`src/rtl/conv2d_window_feeder_pkg.sv`:
```
// Shared constants and state encoding for the conv2d window feeder.
package conv_pkg;

  localparam int KERNEL          = 3;
  localparam int IN_CH           = 3;
  localparam int NUM_INPUTS      = KERNEL * KERNEL * IN_CH;
  localparam int DEFAULT_BITSIZE = 14;

  typedef enum logic [1:0] {
    ST_IDLE   = 2'd0,
    ST_FILL   = 2'd1,
    ST_STREAM = 2'd2
  } feeder_state_e;

  // Flat position of one sample inside the 3x3x3 window bus.
  function automatic int unsigned elem_index(input int unsigned ch,
                                             input int unsigned ky,
                                             input int unsigned kx);
    return ch * KERNEL * KERNEL + ky * KERNEL + kx;
  endfunction

endpackage

```
`src/rtl/conv2d_window_feeder_if.sv`:
```
// Pixel stream handshake between a pixel source and the window feeder.
interface conv2d_window_feeder_if #(
  parameter int bitsize = 14
);
  logic                   pix_valid;
  logic [bitsize*3-1:0]   pix_in;
  logic                   pix_ready;

  modport master (output pix_valid, output pix_in, input pix_ready);
  modport slave  (input pix_valid, input pix_in, output pix_ready);
endinterface

```
`src/rtl/conv2d_window_feeder_line_buffer.sv`:
```
// One image row of delay: the output is the pixel accepted IMG_W enables ago.
// Contents are deliberately not reset; rows 0 and 1 of every frame refill them.
module conv2d_line_buffer
  import conv_pkg::*;
#(
  parameter int width = DEFAULT_BITSIZE * IN_CH,
  parameter int IMG_W = 16
) (
  input  logic             clk,
  input  logic             en,
  input  logic [width-1:0] din,
  output logic [width-1:0] dout
);

  logic [width-1:0] mem [IMG_W];

  assign dout = mem[IMG_W-1];

  // Shift one pixel in per accepted pixel.
  always_ff @(posedge clk) begin
    if (en) begin
      mem[0] <= din;
      for (int unsigned i = 1; i < IMG_W; i++) begin
        mem[i] <= mem[i-1];
      end
    end
  end

endmodule

```
`src/rtl/conv2d_window_feeder.sv`:
```
// Raster pixel stream to 3x3x3 sliding window feeder for a conv2d pipeline.
// Optional macro CONV2D_FEEDER_STRIDE2_EN: emit windows at stride 2 only.
module conv2d_window_feeder
  import conv_pkg::*;
#(
  parameter int bitsize = DEFAULT_BITSIZE,
  parameter int IMG_W   = 16,
  parameter int IMG_H   = 16
) (
  input  logic                          clk,
  input  logic                          rst,
  input  logic                          frame_start,
  conv2d_window_feeder_if.slave         pix,
  output logic [bitsize*NUM_INPUTS-1:0] data_out,
  output logic                          start_flag,
  output logic                          frame_done,
  output logic                          busy
);

  localparam int PW = bitsize * IN_CH;
  localparam int CW = $clog2(IMG_W);
  localparam int RW = $clog2(IMG_H);

  feeder_state_e state;
  logic [CW-1:0] col;
  logic [RW-1:0] row;
  logic          ready_q;
  logic          accept;
  logic          emit;
  logic          last_col;
  logic          last_row;
  logic [PW-1:0] lb1_out;
  logic [PW-1:0] lb2_out;
  logic [PW-1:0] row_in  [KERNEL];
  logic [PW-1:0] win     [KERNEL][KERNEL];
  logic [PW-1:0] win_nxt [KERNEL][KERNEL];
  logic [bitsize*NUM_INPUTS-1:0] window_flat;

  assign pix.pix_ready = ready_q;
  assign accept        = pix.pix_valid & ready_q;
  assign last_col      = (col == CW'(IMG_W - 1));
  assign last_row      = (row == RW'(IMG_H - 1));

`ifdef CONV2D_FEEDER_STRIDE2_EN
  // r-2 and c-2 even is the same as r and c even once both are at least 2.
  assign emit = accept && (row >= RW'(2)) && (col >= CW'(2)) && !row[0] && !col[0];
`else
  assign emit = accept && (row >= RW'(2)) && (col >= CW'(2));
`endif

  conv2d_line_buffer #(.width(PW), .IMG_W(IMG_W)) u_lb1 (
    .clk  (clk),
    .en   (accept),
    .din  (pix.pix_in),
    .dout (lb1_out)
  );

  conv2d_line_buffer #(.width(PW), .IMG_W(IMG_W)) u_lb2 (
    .clk  (clk),
    .en   (accept),
    .din  (lb1_out),
    .dout (lb2_out)
  );

  // Window as it will look after this pixel: shift left, new column at kx=2.
  always_comb begin
    row_in[0] = lb2_out;
    row_in[1] = lb1_out;
    row_in[2] = pix.pix_in;
    for (int unsigned ky = 0; ky < KERNEL; ky++) begin
      win_nxt[ky][0] = win[ky][1];
      win_nxt[ky][1] = win[ky][2];
      win_nxt[ky][2] = row_in[ky];
    end
  end

  // Repack the next window into the channel-major output bus.
  always_comb begin
    window_flat = '0;
    for (int unsigned ch = 0; ch < IN_CH; ch++) begin
      for (int unsigned ky = 0; ky < KERNEL; ky++) begin
        for (int unsigned kx = 0; kx < KERNEL; kx++) begin
          window_flat[bitsize*elem_index(ch, ky, kx) +: bitsize] = win_nxt[ky][kx][bitsize*ch +: bitsize];
        end
      end
    end
  end

  // Per-row 3-column shift registers; stale contents never reach an emitted window.
  always_ff @(posedge clk) begin
    if (accept) begin
      win <= win_nxt;
    end
  end

  // Frame FSM with counters and registered outputs.
  always_ff @(posedge clk or negedge rst) begin
    if (!rst) begin
      state      <= ST_IDLE;
      row        <= '0;
      col        <= '0;
      ready_q    <= 1'b0;
      busy       <= 1'b0;
      start_flag <= 1'b0;
      frame_done <= 1'b0;
      data_out   <= '0;
    end else begin
      start_flag <= emit;
      frame_done <= 1'b0;
      if (emit) begin
        data_out <= window_flat;
      end
      case (state)
        ST_IDLE: begin
          if (frame_start) begin
            state   <= ST_FILL;
            row     <= '0;
            col     <= '0;
            ready_q <= 1'b1;
            busy    <= 1'b1;
          end
        end
        ST_FILL, ST_STREAM: begin
          if (accept) begin
            if (last_col) begin
              col <= '0;
              row <= row + 1'b1;
            end else begin
              col <= col + 1'b1;
            end
            if (state == ST_FILL && row == RW'(2) && col == '0) begin
              state <= ST_STREAM;
            end
            if (last_col && last_row) begin
              state      <= ST_IDLE;
              row        <= '0;
              col        <= '0;
              ready_q    <= 1'b0;
              busy       <= 1'b0;
              frame_done <= 1'b1;
            end
          end
        end
        default: begin
          state   <= ST_IDLE;
          ready_q <= 1'b0;
          busy    <= 1'b0;
        end
      endcase
    end
  end

endmodule

```
`src/flat_wrapper.sv`:
```
// flat-port wrapper written by rule: the top's interface ports become plain ports
module conv2d_window_feeder_flat import conv_pkg::*;
#(
  parameter int bitsize = DEFAULT_BITSIZE,
  parameter int IMG_W   = 16,
  parameter int IMG_H   = 16
)
  (clk, rst, frame_start, data_out, start_flag, frame_done, busy, pix_pix_valid, pix_pix_in, pix_pix_ready);
  conv2d_window_feeder_if #(.bitsize(bitsize)) pix_i ();
  input  logic clk;
  input  logic rst;
  input  logic frame_start;
  output logic [bitsize*NUM_INPUTS-1:0] data_out;
  output logic start_flag;
  output logic frame_done;
  output logic busy;
  input wire logic [$bits(pix_i.pix_valid)-1:0] pix_pix_valid;
  input wire logic [$bits(pix_i.pix_in)-1:0] pix_pix_in;
  output wire logic [$bits(pix_i.pix_ready)-1:0] pix_pix_ready;
  assign pix_i.pix_valid = pix_pix_valid;
  assign pix_i.pix_in = pix_pix_in;
  assign pix_pix_ready = pix_i.pix_ready;
  conv2d_window_feeder #(.bitsize(bitsize), .IMG_W(IMG_W), .IMG_H(IMG_H)) u_core (.clk(clk), .rst(rst), .frame_start(frame_start), .pix(pix_i), .data_out(data_out), .start_flag(start_flag), .frame_done(frame_done), .busy(busy));
endmodule
```
`config.mk`:
```
export PLATFORM = sky130hd
export DESIGN_NAME = conv2d_window_feeder_flat
export DESIGN_NICKNAME = d
export VERILOG_FILES = /design/src/rtl/conv2d_window_feeder_pkg.sv /design/src/rtl/conv2d_window_feeder_if.sv /design/src/rtl/conv2d_window_feeder_line_buffer.sv /design/src/rtl/conv2d_window_feeder.sv /design/src/flat_wrapper.sv
export SDC_FILE = /design/constraint.sdc
export NUM_CORES = 1
export LEC_CHECK = 0
export BUFFER_PORTS_ARGS = -buffer_cell sky130_fd_sc_hd__buf_2
export CAP_MARGIN = 10
export CORE_MARGIN = 5
export CORE_UTILIZATION = 45
export DETAILED_ROUTE_END_ITERATION = 16
export SLEW_MARGIN = 20
export SYNTH_ARGS = -nofsm -noshare
export SYNTH_HDL_FRONTEND = slang
export SYNTH_SLANG_ARGS = --single-unit
```
`constraint.sdc`:
```
create_clock -name clk -period 46.6 [get_ports clk]
set_input_delay 9.32 -clock clk [delete_from_list [all_inputs] [get_ports clk]]
set_output_delay 9.32 -clock clk [all_outputs]
set_load 0.05 [all_outputs]
```
==> impl_metrics.py <==
metrics = {
    "run_status": {
        "outcome": "completed",
    },
    "synthesis": {
        "yosys_warnings": 0,
        "synth_enable_flop_cells": 1428,
        "seq_area_frac_synth": 0.892,
        "ys_seq_elements": 1819,
        "syn_area_um2": 59000,
        "syn_area_per_cell_um2": 25.5,
        "synthCells": 2310,
        "synthFlopType": "edfxtp_1",
        "async_flop_share": 0.215,
        "ys_types": 35,
        "syn_nets": 2364,
    },
    "cts": {
        "cts-htree-levels": 4,
        "cts_sinks": 1819,
        "cts_tree": "yes",
        "post_cts_buffers": 0,
        "cts_buffer_depth": 3,
        "clkLatencyLatePin_ns": 0.77,
        "root_buffer": "clkbuf_16",
        "numCtsBuffers": 181,
        "clk_pin_slew_ns": 0.06,
        "cts_resized": 0,
        "cts_hold_buf": 0,
    },
    "sta": {
        "finalSetupTns_ns": 0,
        "slew_headroom": 0.268,
        "period_needed_ns": 13.46,
        "fmax_ghz": 0.0743,
        "fin_skew_ns": 0.0265,
        "rsz0062_at_grt": "false",
        "drv_slew": 0,
        "setup_violations": 0,
        "post-route-period-util": 0.289,
        "tightest_slew_ns": 1.10,
        "hold_viol": 0,
        "setup_slack_ns": 33.14,
    },
    "drt": {
        "drcViolationCount": 0,
        "firstDrtPassIters": 4,
        "via_per_inst": 4.65,
        "wl_mm": 84.4,
        "ant_nets": 0,
        "first_iter_violations": 1547,
        "vias": 22300,
        "wl_per_cell_um": 17.6,
    },
    "placed_design": {
        "placed_area_um2": 63100,
        "dp_hpwl_mm": 47.3,
        "io_buffers": 427,
        "place_congestion": 0.750,
        "pre_cts_ws_ns": 32.33,
    },
    "setup_path": {
        "cp_max_fo": 59,
        "rr_worst_depth": 7,
        "endpoint_kind": "flop",
        "startpoint_type": "input port",
        "path_class": "in2reg",
        "worstPathArrival_ns": 14.11,
        "critPathRequiredTime_ns": 47.25,
    },
    "pwr": {
        "ir_drop_uv": 58.4,
        "internal-power_mw": 3.45,
        "p_per_area_nw_per_um2": 72.6,
        "netSwitchingPower_mw": 1.57,
        "seqPwrFrac": 0.491,
        "design_power_total_mw": 5.02,
        "power.leakage_nw": 26.1,
        "power_frac_clock": 0.285,
        "swShare": 0.313,
        "p_comb_frac": 0.224,
    },
    "min_path": {
        "worstHoldPathCells": 0,
        "min_path_type": "reg2reg",
    },
    "floorplanning": {
        "die-area_um2": 138000,
        "die_h_um": 372,
        "start_util": 0.454,
        "fp-row-count": 132,
        "num_io_pins": 428,
        "die_w_um": 372,
        "core_area_um2": 130000,
    },
    "global_routing": {
        "grt.overflow.total": 0,
        "grt_pass1_wl_mm": 135,
        "grtUsageTotal": 0.122,
        "grt_pass1_vias": 23700,
        "grt_max_degree": 200,
        "grt_antenna_before_repair": 0,
    },
    "cells_and_area": {
        "drive_gt1_frac": 0.362,
        "regArea_um2": 52700,
        "n_antenna_cell": 0,
        "multi_input_area_um2": 5840,
        "fin_util": 0.532,
        "design_area_um2": 69200,
        "fillerInstances": 9990,
        "nets": 2955,
        "syn2layout_area_growth_pct": 17.2,
    },
    "run": {
        "drv_cap": 0,
    },
}
-- cells by family (layout without fill, tap and decap cells) --
family / count (synthesis) / after routing / share of synthesized area
and+or+nand+nor: 29 / 29 / 0.00295
muxes: 381 / 381 / 0.0918
adders and majority gates: 8 / 8 / 0.00170
DFF: 1819 / 1819 / 0.892
AOI/OAI and AO/OA: 21 / 21 / 0.00237
buffers and inverters: 52 / 803 / 0.00884
-- worst max-delay path, stage by stage --
cell	delay, ns
buf_2	0.09
nand2_1	0.25
nor3_2	0.83
buf_4	0.63
buf_4	0.73
buf_4	0.71
buf_4	0.93
mux2_1	0.40
-- worst paths after layout --
| check | from | end | slack, ns |
|---|---|---|---|
| min reg2reg | u_core.u_lb2.mem[1][215] | u_core.u_lb2.mem[1][257] | 0.40 |
| max reg2reg | u_core.pix.pix_ready | u_core.data_out[240] | 41.35 |
| min in group asynchronous | rst | u_core.data_out[261] | 8.51 |
| max | pix_pix_valid | u_core.data_out[240] | 33.14 |
| min | u_core.u_lb2.mem[1][215] | u_core.u_lb2.mem[1][257] | 0.40 |
| max in group asynchronous | rst | u_core.data_out[124] | 35.07 |
-- layout make-up --
type | instances | area share
Tap cell | 1742 | 0.0315
Clock inverter | 84 | 0.0126
Multi-Input combinational cell | 439 | 0.0844
Timing Repair Buffer | 453 | 0.0345
Sequential cell | 1819 | 0.762
Clock buffer | 259 | 0.0749
Inverter | 7 | 0.000489
-- synth_stat cells, types with 2 or more instances --
library cell / instances / share of area
and3_1: 2 / 0.00021
buf_6: 27 / 0.0052
mux2_2: 72 / 0.014
buf_8: 10 / 0.0025
buf_2: 6 / 0.00051
nor3_1: 2 / 0.00017
nand3_1: 4 / 0.00034
dfrtp_1: 391 / 0.17
a21oi_1: 4 / 0.00034
o21ai_0: 9 / 0.00076
mux2_1: 9 / 0.0017
inv_1: 7 / 0.00045
nand2b_1: 2 / 0.00021
nand4b_1: 2 / 0.00030
nor2b_1: 2 / 0.00021
mux2_4: 300 / 0.076
ha_1: 8 / 0.0017
edfxtp_1: 1428 / 0.73
nor4_1: 3 / 0.00032
nor2_1: 3 / 0.00019
nand2_1: 4 / 0.00025
nand4_1: 2 / 0.00021
-- power groups by stage --
| stage | clock (mW) | combinational (mW) | sequential (mW) |
|---|---|---|---|
| final | 1.43 | 1.12 | 2.47 |
| after global routing | 1.56 | 1.18 | 2.51 |
| after CTS | 1.49 | 1.14 | 2.47 |
| after detailed placement | 0 | 1.14 | 2.50 |
| after global placement | 0 | 1.12 | 2.48 |
| after floorplan | 0 | 0.372 | 3.35 |
-- layer usage --
| layer | vias to the layer above | global-route usage | wire (µm) |
|---|---|---|---|
| li1 | 10200 | - | - |
| met1 | 11400 | 0.174 | 38500 |
| met2 | 580 | 0.174 | 36900 |
| met3 | 155 | 0.0462 | 7010 |
| met4 | 0 | 0.0456 | 2000 |
| met5 | - | 0 | 0 |
-- flip-flops by register name (all words and copies together) (netlist names) --
signal	flops
u_core.state	2
u_core.u_lb1.mem	590
u_core.start_flag	1
u_core.col	4
u_core.data_out	378
u_core.u_lb2.mem	590
u_core.win	248
u_core.row	4
u_core.pix.pix_ready	1
u_core.frame_done	1
-- placed cells by master (no fill, tap or decap), types with 5 or more instances in the layout --
master / n
clkinv_1: 19
buf_2: 426
mux2_2: 72
mux2_4: 300
clkinvlp_4: 6
mux2_1: 9
clkinv_8: 6
inv_1: 6
buf_4: 21
inv_6: 5
clkbuf_16: 184
clkbuf_1: 46
dfrtp_1: 391
ha_1: 8
bufinv_16: 12
o21ai_0: 9
clkinv_2: 30
clkbuf_8: 29
edfxtp_1: 1428
-- per-stage QoR --
step,instances,hold slack (ns)
global route,4803,0.411
finish,4803,0.396
global placement,4460,0.400
detailed placement,4460,0.405
floorplan,2310,0.400
CTS,4803,0.396
Note: power is estimated with default switching activity, not from simulation.
